==> config.mk <==
export PLATFORM = sky130hd
export DESIGN_NAME = multicycle_control_fsm_flat
export DESIGN_NICKNAME = d
export VERILOG_FILES = /design/src/rtl/multicycle_control_fsm_if.sv /design/src/rtl/multicycle_control_fsm.sv /design/src/flat_wrapper.sv
export SDC_FILE = /design/constraint.sdc
export NUM_CORES = 1
export LEC_CHECK = 0
export CAP_MARGIN = 10
export CORE_MARGIN = 2
export CORE_UTILIZATION = 37
export DETAILED_ROUTE_END_ITERATION = 8
export GPL_TIMING_DRIVEN = 0
export PLACE_DENSITY = 0.8
export SLEW_MARGIN = 30
export SYNTH_ARGS = -nofsm -noshare
export SYNTH_HDL_FRONTEND = slang
export SYNTH_SLANG_ARGS = --single-unit
==> constraint.sdc <==
create_clock -name clk -period 1.4 [get_ports clk]
set_input_delay 0.28 -clock clk [delete_from_list [all_inputs] [get_ports clk]]
set_output_delay 0.28 -clock clk [all_outputs]
set_load 0.005 [all_outputs]
==> src/rtl/multicycle_control_fsm_if.sv <==
// multicycle_control_fsm_if: decoder/datapath <-> controller bundle (master = controller)
interface multicycle_control_fsm_if #(
  parameter int OPCODE_WIDTH = 7,
  parameter int FUNCT3_WIDTH = 3,
  parameter int FUNCT7_WIDTH = 7
);
  logic [OPCODE_WIDTH-1:0] op;
  logic [FUNCT3_WIDTH-1:0] funct3;
  logic [FUNCT7_WIDTH-1:0] funct7;
  logic zero;
  logic mem_ready;
  logic pc_write;
  logic adr_src;
  logic mem_write;
  logic ir_write;
  logic [1:0] result_src;
  logic [1:0] alu_src_a;
  logic [1:0] alu_src_b;
  logic [1:0] imm_src;
  logic [2:0] alu_control;
  logic reg_write;
  logic instr_done;
  modport master (
    input op, funct3, funct7, zero, mem_ready,
    output pc_write, adr_src, mem_write, ir_write, result_src, alu_src_a, alu_src_b,
      imm_src, alu_control, reg_write, instr_done
  );
  modport slave (
    output op, funct3, funct7, zero, mem_ready,
    input pc_write, adr_src, mem_write, ir_write, result_src, alu_src_a, alu_src_b,
      imm_src, alu_control, reg_write, instr_done
  );
endinterface

==> src/rtl/multicycle_control_fsm.sv <==
// multicycle_control_fsm: multi-cycle RV32I-subset controller (lw, sw, R, I, beq, jal).
// Define ILLEGAL_TRAP_EN to park illegal opcodes in TRAP; otherwise they retire as NOPs.
module multicycle_control_fsm #(
  parameter int OPCODE_WIDTH = 7,
  parameter int FUNCT3_WIDTH = 3,
  parameter int FUNCT7_WIDTH = 7,
  parameter int STATE_WIDTH  = 4
) (
  input  logic clk,
  input  logic rst_n,
  multicycle_control_fsm_if.master bus,
  output logic [STATE_WIDTH-1:0] state_o
);
  typedef enum logic [3:0] {
    FETCH = 4'd0, DECODE = 4'd1, MEMADR = 4'd2, MEMREAD = 4'd3, MEMWB = 4'd4, MEMWRITE = 4'd5,
    EXECR = 4'd6, EXECI = 4'd7, ALUWB = 4'd8, BEQ = 4'd9, JAL = 4'd10, TRAP = 4'd11
  } state_t;
  typedef struct packed {
    logic       pc_write;
    logic       adr_src;
    logic       mem_write;
    logic       ir_write;
    logic [1:0] result_src;
    logic [1:0] alu_src_a;
    logic [1:0] alu_src_b;
    logic [1:0] imm_src;
    logic [2:0] alu_control;
    logic       reg_write;
    logic       instr_done;
  } ctl_t;
  localparam logic [OPCODE_WIDTH-1:0] OP_LW  = OPCODE_WIDTH'(7'b0000011);
  localparam logic [OPCODE_WIDTH-1:0] OP_SW  = OPCODE_WIDTH'(7'b0100011);
  localparam logic [OPCODE_WIDTH-1:0] OP_R   = OPCODE_WIDTH'(7'b0110011);
  localparam logic [OPCODE_WIDTH-1:0] OP_I   = OPCODE_WIDTH'(7'b0010011);
  localparam logic [OPCODE_WIDTH-1:0] OP_BEQ = OPCODE_WIDTH'(7'b1100011);
  localparam logic [OPCODE_WIDTH-1:0] OP_JAL = OPCODE_WIDTH'(7'b1101111);
  state_t state, next;
  ctl_t c, o;
  logic [2:0] exec_alu;
  logic unused_funct7;
  assign unused_funct7 = &{1'b0, bus.funct7[FUNCT7_WIDTH-1:6], bus.funct7[4:0]};
  always_ff @(posedge clk or negedge rst_n)
    if (!rst_n) state <= FETCH;
    else state <= next;
  // funct3 decode for EXECR/EXECI; only R-type may turn add into sub
  always_comb begin
    exec_alu = 3'b000;
    case (bus.funct3)
      FUNCT3_WIDTH'(3'b000): exec_alu = (state == EXECR && bus.funct7[5]) ? 3'b001 : 3'b000;
      FUNCT3_WIDTH'(3'b010): exec_alu = 3'b101;
      FUNCT3_WIDTH'(3'b110): exec_alu = 3'b011;
      FUNCT3_WIDTH'(3'b111): exec_alu = 3'b010;
      default:               exec_alu = 3'b000;
    endcase
  end
  always_comb begin
    next = state;
    c = '0;
    case (state)
      FETCH: begin
        c.alu_src_b  = 2'b10;
        c.result_src = 2'b10;
        c.ir_write   = bus.mem_ready;
        c.pc_write   = bus.mem_ready;
        next = bus.mem_ready ? DECODE : FETCH;
      end
      DECODE: begin
        c.alu_src_a = 2'b01;
        c.alu_src_b = 2'b01;
        c.imm_src   = 2'b10;
        if (bus.op == OP_LW || bus.op == OP_SW) next = MEMADR;
        else if (bus.op == OP_R) next = EXECR;
        else if (bus.op == OP_I) next = EXECI;
        else if (bus.op == OP_BEQ) next = BEQ;
        else if (bus.op == OP_JAL) next = JAL;
        else begin
`ifdef ILLEGAL_TRAP_EN
          next = TRAP;
`else
          c.instr_done = 1'b1;
          next = FETCH;
`endif
        end
      end
      MEMADR: begin
        c.alu_src_a = 2'b10;
        c.alu_src_b = 2'b01;
        c.imm_src   = (bus.op == OP_SW) ? 2'b01 : 2'b00;
        next = (bus.op == OP_SW) ? MEMWRITE : MEMREAD;
      end
      MEMREAD: begin
        c.adr_src = 1'b1;
        next = bus.mem_ready ? MEMWB : MEMREAD;
      end
      MEMWB: begin
        c.result_src = 2'b01;
        c.reg_write  = 1'b1;
        c.instr_done = 1'b1;
        next = FETCH;
      end
      MEMWRITE: begin
        c.adr_src    = 1'b1;
        c.mem_write  = 1'b1;
        c.instr_done = bus.mem_ready;
        next = bus.mem_ready ? FETCH : MEMWRITE;
      end
      EXECR: begin
        c.alu_src_a   = 2'b10;
        c.alu_control = exec_alu;
        next = ALUWB;
      end
      EXECI: begin
        c.alu_src_a   = 2'b10;
        c.alu_src_b   = 2'b01;
        c.alu_control = exec_alu;
        next = ALUWB;
      end
      ALUWB: begin
        c.reg_write  = 1'b1;
        c.instr_done = 1'b1;
        next = FETCH;
      end
      BEQ: begin
        c.alu_src_a   = 2'b10;
        c.alu_control = 3'b001;
        c.pc_write    = bus.zero;
        c.instr_done  = 1'b1;
        next = FETCH;
      end
      JAL: begin
        c.alu_src_a = 2'b01;
        c.alu_src_b = 2'b10;
        c.pc_write  = 1'b1;
        next = ALUWB;
      end
      TRAP: next = TRAP;
      default: next = FETCH;
    endcase
  end
  // gating by rst_n keeps every strobe low the instant reset falls, even mid-cycle
  assign o               = rst_n ? c : '0;
  assign bus.pc_write    = o.pc_write;
  assign bus.adr_src     = o.adr_src;
  assign bus.mem_write   = o.mem_write;
  assign bus.ir_write    = o.ir_write;
  assign bus.result_src  = o.result_src;
  assign bus.alu_src_a   = o.alu_src_a;
  assign bus.alu_src_b   = o.alu_src_b;
  assign bus.imm_src     = o.imm_src;
  assign bus.alu_control = o.alu_control;
  assign bus.reg_write   = o.reg_write;
  assign bus.instr_done  = o.instr_done;
  assign state_o         = STATE_WIDTH'(state);
endmodule

==> src/flat_wrapper.sv <==
// flat-port wrapper written by rule: the top's interface ports become plain ports
module multicycle_control_fsm_flat 
#(
  parameter int OPCODE_WIDTH = 7,
  parameter int FUNCT3_WIDTH = 3,
  parameter int FUNCT7_WIDTH = 7,
  parameter int STATE_WIDTH  = 4
)
  (clk, rst_n, state_o, bus_op, bus_funct3, bus_funct7, bus_zero, bus_mem_ready, bus_pc_write, bus_adr_src, bus_mem_write, bus_ir_write, bus_result_src, bus_alu_src_a, bus_alu_src_b, bus_imm_src, bus_alu_control, bus_reg_write, bus_instr_done);
  multicycle_control_fsm_if #(.OPCODE_WIDTH(OPCODE_WIDTH), .FUNCT3_WIDTH(FUNCT3_WIDTH), .FUNCT7_WIDTH(FUNCT7_WIDTH)) bus_i ();
  input  logic clk;
  input  logic rst_n;
  output logic [STATE_WIDTH-1:0] state_o;
  input wire logic [$bits(bus_i.op)-1:0] bus_op;
  input wire logic [$bits(bus_i.funct3)-1:0] bus_funct3;
  input wire logic [$bits(bus_i.funct7)-1:0] bus_funct7;
  input wire logic [$bits(bus_i.zero)-1:0] bus_zero;
  input wire logic [$bits(bus_i.mem_ready)-1:0] bus_mem_ready;
  output wire logic [$bits(bus_i.pc_write)-1:0] bus_pc_write;
  output wire logic [$bits(bus_i.adr_src)-1:0] bus_adr_src;
  output wire logic [$bits(bus_i.mem_write)-1:0] bus_mem_write;
  output wire logic [$bits(bus_i.ir_write)-1:0] bus_ir_write;
  output wire logic [$bits(bus_i.result_src)-1:0] bus_result_src;
  output wire logic [$bits(bus_i.alu_src_a)-1:0] bus_alu_src_a;
  output wire logic [$bits(bus_i.alu_src_b)-1:0] bus_alu_src_b;
  output wire logic [$bits(bus_i.imm_src)-1:0] bus_imm_src;
  output wire logic [$bits(bus_i.alu_control)-1:0] bus_alu_control;
  output wire logic [$bits(bus_i.reg_write)-1:0] bus_reg_write;
  output wire logic [$bits(bus_i.instr_done)-1:0] bus_instr_done;
  assign bus_i.op = bus_op;
  assign bus_i.funct3 = bus_funct3;
  assign bus_i.funct7 = bus_funct7;
  assign bus_i.zero = bus_zero;
  assign bus_i.mem_ready = bus_mem_ready;
  assign bus_pc_write = bus_i.pc_write;
  assign bus_adr_src = bus_i.adr_src;
  assign bus_mem_write = bus_i.mem_write;
  assign bus_ir_write = bus_i.ir_write;
  assign bus_result_src = bus_i.result_src;
  assign bus_alu_src_a = bus_i.alu_src_a;
  assign bus_alu_src_b = bus_i.alu_src_b;
  assign bus_imm_src = bus_i.imm_src;
  assign bus_alu_control = bus_i.alu_control;
  assign bus_reg_write = bus_i.reg_write;
  assign bus_instr_done = bus_i.instr_done;
  multicycle_control_fsm #(.OPCODE_WIDTH(OPCODE_WIDTH), .FUNCT3_WIDTH(FUNCT3_WIDTH), .FUNCT7_WIDTH(FUNCT7_WIDTH), .STATE_WIDTH(STATE_WIDTH)) u_core (.clk(clk), .rst_n(rst_n), .bus(bus_i), .state_o(state_o));
endmodule
==> impl_metrics.toml, run 1 <==
[timing]
finalSetupViolCount = 21
fin_crit_ps = 1940
grt_setup_unrepaired = "yes"
slew_viol_final = 0
fmax_mhz = 515
fin_crit_sh = 1.39
setup_slack_ps = -542
tns_ps = -6980
worst_pin_slew_ps = 370
skew_ps = 2.50
hold_viol_final = 0
maxSlewHeadroom = 0.753
whs_ps = 563

[logic_synthesis]
yosysTopAreaCell = "dfrtp_1"
ys_seq_elements = 4
synth.avg_cell_area_um2 = 7.90
synth_cell_type_count = 45
synth_area_um2 = 687
synthFlopType = "dfrtp_1"
synthTopCellsByArea = "dfrtp_1 (15%), nand2b_1 (5.5%), nor2b_1 (5.5%)"
synthArstFlopShare = 1.00
ys_seq_area_frac = 0.146
synth_edf_count = 0
netlist.area_leader.share = 0.146
synthCells = 87
synth_nets = 108
synth_common_cells = "nand2_1 (6), nand2b_1 (6), nor2b_1 (6)"
yosysWarnings = 0

[cells_and_area]
fillers = 99
fin_util = 0.856
diodes = 0
largest_reg_flops = 4
drive_gt1_frac = 0.571
areaGrowthSynthToFinish_pct = 117
nets = 179
fin_cells = 181

[placed_design]
portBuffers = 35
placed_cells = 147
hpwl_mm = 1.59
place_congestion = 0.820

[drt]
top_layer = "met4"
ant_nets = 0
avgRoutedWirePerCell_um = 19.2
routed_wl_mm = 3.47
vias = 1061
drtIter0Drc = 40
via_per_inst = 5.86
drt-pass1-iter-count = 4
drcViolationCount = 0
wl_met1_mm = 1.34
wl_met3_um = 300
wl_met2_mm = 1.70

[clock_tree]
clk-insertion-delay-late_ps = 240
cts_root_buf = "clkbuf_4"
cts_tree = "built"
clk_pin_slew_ps = 40
htreeDepth = 1
cts_num_sinks = 4
cts_made_buffers = 3
clock_path_buffers = 2

[setup_path]
startpoint = "u_core.state_o[1]$_DFF_PN0_"
crit_type = "flip-flop to primary output"
r2r_end = "u_core.state_o[0]$_DFF_PN0_"
start_kind = "flip-flop"
r2r_slack_ps = -80
timing.rr.start = "u_core.state_o[3]$_DFF_PN0_"
arrival_ps = 1660
worstRegToRegCells = 5
crit_fanout = 10
critPathCaptureType = "primary output"
crit_end = "bus_alu_control[0]"
crit_required_ps = 1120

[pwr]
power.leakage_nw = 0.728
switchingPower_uw = 454
finalPower_mw = 1.14
pwr-share-clk = 0.127
power.share.sequential = 0.133
power.density_mw_per_mm2 = 763
p_sw_frac = 0.399
combPwrFrac = 0.740
ir_drop_mv = 0.749
internal-power_uw = 686

[global_routing]
grt_pass1_wl_mm = 4.53
grt_remaining_overflow = 0
grt.total_usage = 0.295
grt_start_max_net_pins = 11
first_global_vias = 990
grt_antenna_before_repair = 0

[floorplan]
start_util = 0.394
die_area_mm2 = 0.00222
rows = 15
io_pins = 42
dieHeight_um = 47.1
die_x_um = 47.1
core_mm2 = 0.00175

[hold_path]
hp-class = "primary input to flip-flop"
hold_depth = 4

[run_status]
status = "complete, but fails checks"
violations = "setup timing"

[flow_run]
drv_cap = 0
## critical path, cell delays in order (launching register included)
cell	delay (ps)
dfrtp_1	350
buf_4	210
nor2b_2	270
a31oi_1	120
o31ai_1	290
buf_2	180
## per-stage QoR
step                instance area [um2]  setup WS (ps)
floorplan                           687           7.29
global placement                   1070          -1210
detailed placement                 1070          -1200
CTS                                1400           -412
global route                       1490           -656
finish                             1490           -542
## cells in the final DEF (no fill, tap or decap), drive strengths merged, types with 2 or more instances in the layout
cell type	n
buf	53
clkdlybuf4s50	8
nor2b	7
nand2b	6
nand2	6
clkbuf	5
nor3	5
dlygate4sd2	4
dfrtp	4
nor2	4
and3	4
xor2	3
nor4b	3
dlymetal6s2s	3
a21oi	3
nor3b	3
inv	2
nand3b	2
o211ai	2
nand4	2
o22ai	2
and3b	2
a31oi	2
## power groups by stage
stage / clock, mW / sequential (mW) / combinational (mW)
finish: 0.145 / 0.151 / 0.844
global route: 0.153 / 0.154 / 0.893
CTS: 0.146 / 0.147 / 0.722
detailed placement: 0 / 0.155 / 0.504
global placement: 0 / 0.155 / 0.499
floorplan: 0 / 0.154 / 0.277
## how the worst min path moves through the flow
stage | endpoint | start
2_1_floorplan | u_core.state_o[0]$_DFF_PN0_ | rst_n
3_3_place_gp | u_core.state_o[2]$_DFF_PN0_ | rst_n
3_5_place_dp | u_core.state_o[0]$_DFF_PN0_ | rst_n
4_1_cts | u_core.state_o[1]$_DFF_PN0_ | rst_n
5_1_grt | u_core.state_o[3]$_DFF_PN0_ | bus_op[0]
6_report | u_core.state_o[3]$_DFF_PN0_ | bus_op[0]
## final cells by class
cell class              count  area (um2)  area share
well taps                  25        31.3      0.0209
plain buffers               5        45.0      0.0302
inverters                   2        7.51     0.00503
multi-input cells          75         696       0.466
flip-flops and latches      4         104      0.0695
repair buffers             67         588       0.394
clock buffers               3        22.5      0.0151
## layer usage
metal | global-route usage | up-vias
li1 | - | 472
met1 | 0.340 | 495
met2 | 0.545 | 77
met3 | 0.0577 | 17
met4 | 0.0889 | 0
met5 | 0 | -
## timing repair
item,CTS,global route
pin swaps,18,18
hold buffers,1,0
endpoints found under the setup margin,22,22
gates resized for setup,121,22
buffers inserted,31,5
hold endpoints to repair,4,0
gates cloned,0,0
## cell families (layout without fill, tap and decap cells)
family | after synthesis | count (layout) | share of synthesized area
buf+inv | 8 | 77 | 0.0783
compound gates | 18 | 18 | 0.191
simple gates | 52 | 52 | 0.519
xor+xnor | 4 | 4 | 0.0510
flops | 4 | 4 | 0.146
mux | 1 | 1 | 0.0146
(Power assumes the default switching activity.)
==> run 2, diff against run 1 <==
--- a/config.mk
+++ b/config.mk
@@ -10,2 +10,3 @@
 export CORE_UTILIZATION = 37
+export CTS_CLUSTER_SIZE = 40
 export DETAILED_ROUTE_END_ITERATION = 8
@@ -17 +18,2 @@
 export SYNTH_SLANG_ARGS = --single-unit
+export TNS_END_PERCENT = 10
==> constraint.sdc (replaced) <==
create_clock -name clk -period 1.4 [get_ports clk]
set_input_delay 0.14 -clock clk [delete_from_list [all_inputs] [get_ports clk]]
set_output_delay 0.14 -clock clk [all_outputs]
set_load 0.005 [all_outputs]
==> run 2 against run 1 <==
Compared with the run above:
- die area stayed put
- largest cell class unchanged
- largest power group unchanged
- worst hold slack better by 31 ps
- via count is 2.6% lower
- first-iteration DRC count stayed put
- sequential cell count stayed put
- count of clock-buffer cells in the layout stayed put
- highest routed layer unchanged
- register-to-register slack better by 60 ps
- total power is 5.3% lower
- maximum frequency is 12% higher
- final area is 6.1% lower
- clock power hardly changed
- clock skew is 0.67 ps lower
- the run still ends with setup timing left
==> impl_metrics.toml, run 2 (synthesis results as in run 1) <==
[setup_path]
start_kind = "flip-flop"
slowest_stage = "dfrtp_2"
crit_required_ps = 1260
critical_path.top_delay_family = "flip-flops"
path_cells = "buf_6 > buf_6 > nor3b_4 > o21bai_1 > a21oi_1 > buf_2"
crit_type = "flip-flop to primary output"
critPathCaptureType = "primary output"
arrival_ps = 1590
crit_buf_inv = 3
cp_common_cell = "buf_6"
critical_path.max_stage_delay_ps = 480
crit_fanout = 6
r2r_slack_ps = -20

[global_routing]
grt_start_max_net_pins = 11
grt_remaining_overflow = 0
grt_pass1_wl_mm = 4.37
grt.total_usage = 0.283
first_global_vias = 950
grt_antenna_before_repair = 0

[drt]
ant_nets = 0
avgRoutedWirePerCell_um = 17.0
vias = 1033
drt-pass1-iter-count = 4
via_per_inst = 5.84
drcViolationCount = 0
routed_wl_mm = 3.01
drtIter0Drc = 40

[pwr]
ir_drop_mv = 0.690
combPwrFrac = 0.725
internal-power_uw = 672
power.leakage_nw = 0.637
power.share.sequential = 0.141
switchingPower_uw = 407
pwr-share-clk = 0.134
power.density_mw_per_mm2 = 770
p_sw_frac = 0.377

[clock_tree]
htreeDepth = 1
cts_num_sinks = 4
cts_made_buffers = 3
clock_path_buffers = 2
cts_root_buf = "clkbuf_4"
clk_pin_slew_ps = 40
cts_tree = "built"
clk-insertion-delay-late_ps = 240

[cells_and_area]
largest_reg_flops = 4
nets = 175
layout_commonest_cell = "buf_4"
fin_cells = 177
diodes = 0
fin_util = 0.804
fillers = 119
areaGrowthSynthToFinish_pct = 104
drive_gt1_frac = 0.500
layout_common_cells = "buf_4 (18), clkdlybuf4s50_1 (15), buf_2 (14)"

[timing]
fmax_mhz = 579
slew_viol_final = 0
hold_viol_final = 0
finalSetupViolCount = 20
fin_crit_sh = 1.23
tns_ps = -3610
fin_crit_ps = 1730
maxSlewHeadroom = 0.771
skew_ps = 1.83
setup_slack_ps = -328
whs_ps = 594
worst_pin_slew_ps = 342
grt_setup_unrepaired = "yes"

[placed_design]
portBuffers = 35
hpwl_mm = 1.59
placed_cells = 147
place_congestion = 0.820

[flow_run]
drv_cap = 0

[floorplan]
dieHeight_um = 47.1
rows = 15
start_util = 0.394
core_mm2 = 0.00175
die_x_um = 47.1
die_area_mm2 = 0.00222
io_pins = 42

[run_status]
violations = "setup timing"
status = "complete, but fails checks"

[hold_path]
hp-class = "primary input to async pin"
[run 2: cell count changes in the layout (fill, tap and decap cells not counted), sizes merged]
cell           before  now
dlygate4sd2         4    2
clkdlybuf4s50       8   15
buf                53   46
dlymetal6s2s        3    0
clkbuf              5    6
[run 2: final timing paths]
path                                                    end  cells after the start                         from
max in group asynchronous       u_core.state_o[0]$_DFF_PN0_                      2                        rst_n
min in group clk                u_core.state_o[2]$_DFF_PN0_                      3                    bus_op[4]
worst max register to register  u_core.state_o[1]$_DFF_PN0_                      5  u_core.state_o[3]$_DFF_PN0_
worst max-delay path                           bus_pc_write                      6  u_core.state_o[3]$_DFF_PN0_
worst min-delay path            u_core.state_o[2]$_DFF_PN0_                      2                        rst_n
worst min register to register  u_core.state_o[0]$_DFF_PN0_                      3  u_core.state_o[3]$_DFF_PN0_
[run 2: cell type report]
type / instances / area, um2 / share of cell area
Buffer: 6 / 57.6 / 0.0410
Timing Repair Buffer: 62 / 538 / 0.384
Multi-Input combinational cell: 75 / 642 / 0.458
Clock buffer: 3 / 22.5 / 0.0161
Inverter: 2 / 7.51 / 0.00535
Sequential cell: 4 / 104 / 0.0740
Tap cell: 25 / 31.3 / 0.0223
[run 2: what timing repair did]
action                                  4_1_cts  5_1_grt
pin swaps                                    15        8
endpoints found under the setup margin       19       22
resized for setup                            90       14
endpoints found under the hold margin         4        0
hold buffers                                  1        0
setup buffers                                25        1
[run 2: power by group through the flow]
stage | combinational, mW | sequential [mW] | clock, mW
2_1_floorplan | 0.277 | 0.154 | 0
3_3_place_gp | 0.499 | 0.155 | 0
3_5_place_dp | 0.504 | 0.155 | 0
4_1_cts | 0.703 | 0.149 | 0.146
5_1_grt | 0.828 | 0.154 | 0.157
6_report | 0.783 | 0.152 | 0.145
[run 2: through the flow]
| step | cell area [um2] | setup slack [ps] | total power, mW |
|---|---|---|---|
| floorplan | 687 | 147 | 0.431 |
| global placement | 1070 | -926 | 0.654 |
| detailed placement | 1070 | -925 | 0.659 |
| CTS | 1370 | -285 | 0.998 |
| global route | 1400 | -425 | 1.14 |
| finish | 1400 | -328 | 1.08 |
[run 2: worst reg2reg max path, stage by stage, from the launching register on]
cell and delay, ps:
dfrtp_2 480, buf_6 150, buf_6 110, nand2b_4 130, and3_4 180, a221o_1 250
[run 2: layer usage]
metal | vias to the layer above | track usage | wire length [um]
met1 | 503 | 0.330 | 1170
met3 | 6 | 0.0423 | 197
met4 | 0 | 0.0833 | 18
met5 | - | 0 | 0
li1 | 461 | - | -
met2 | 63 | 0.529 | 1630
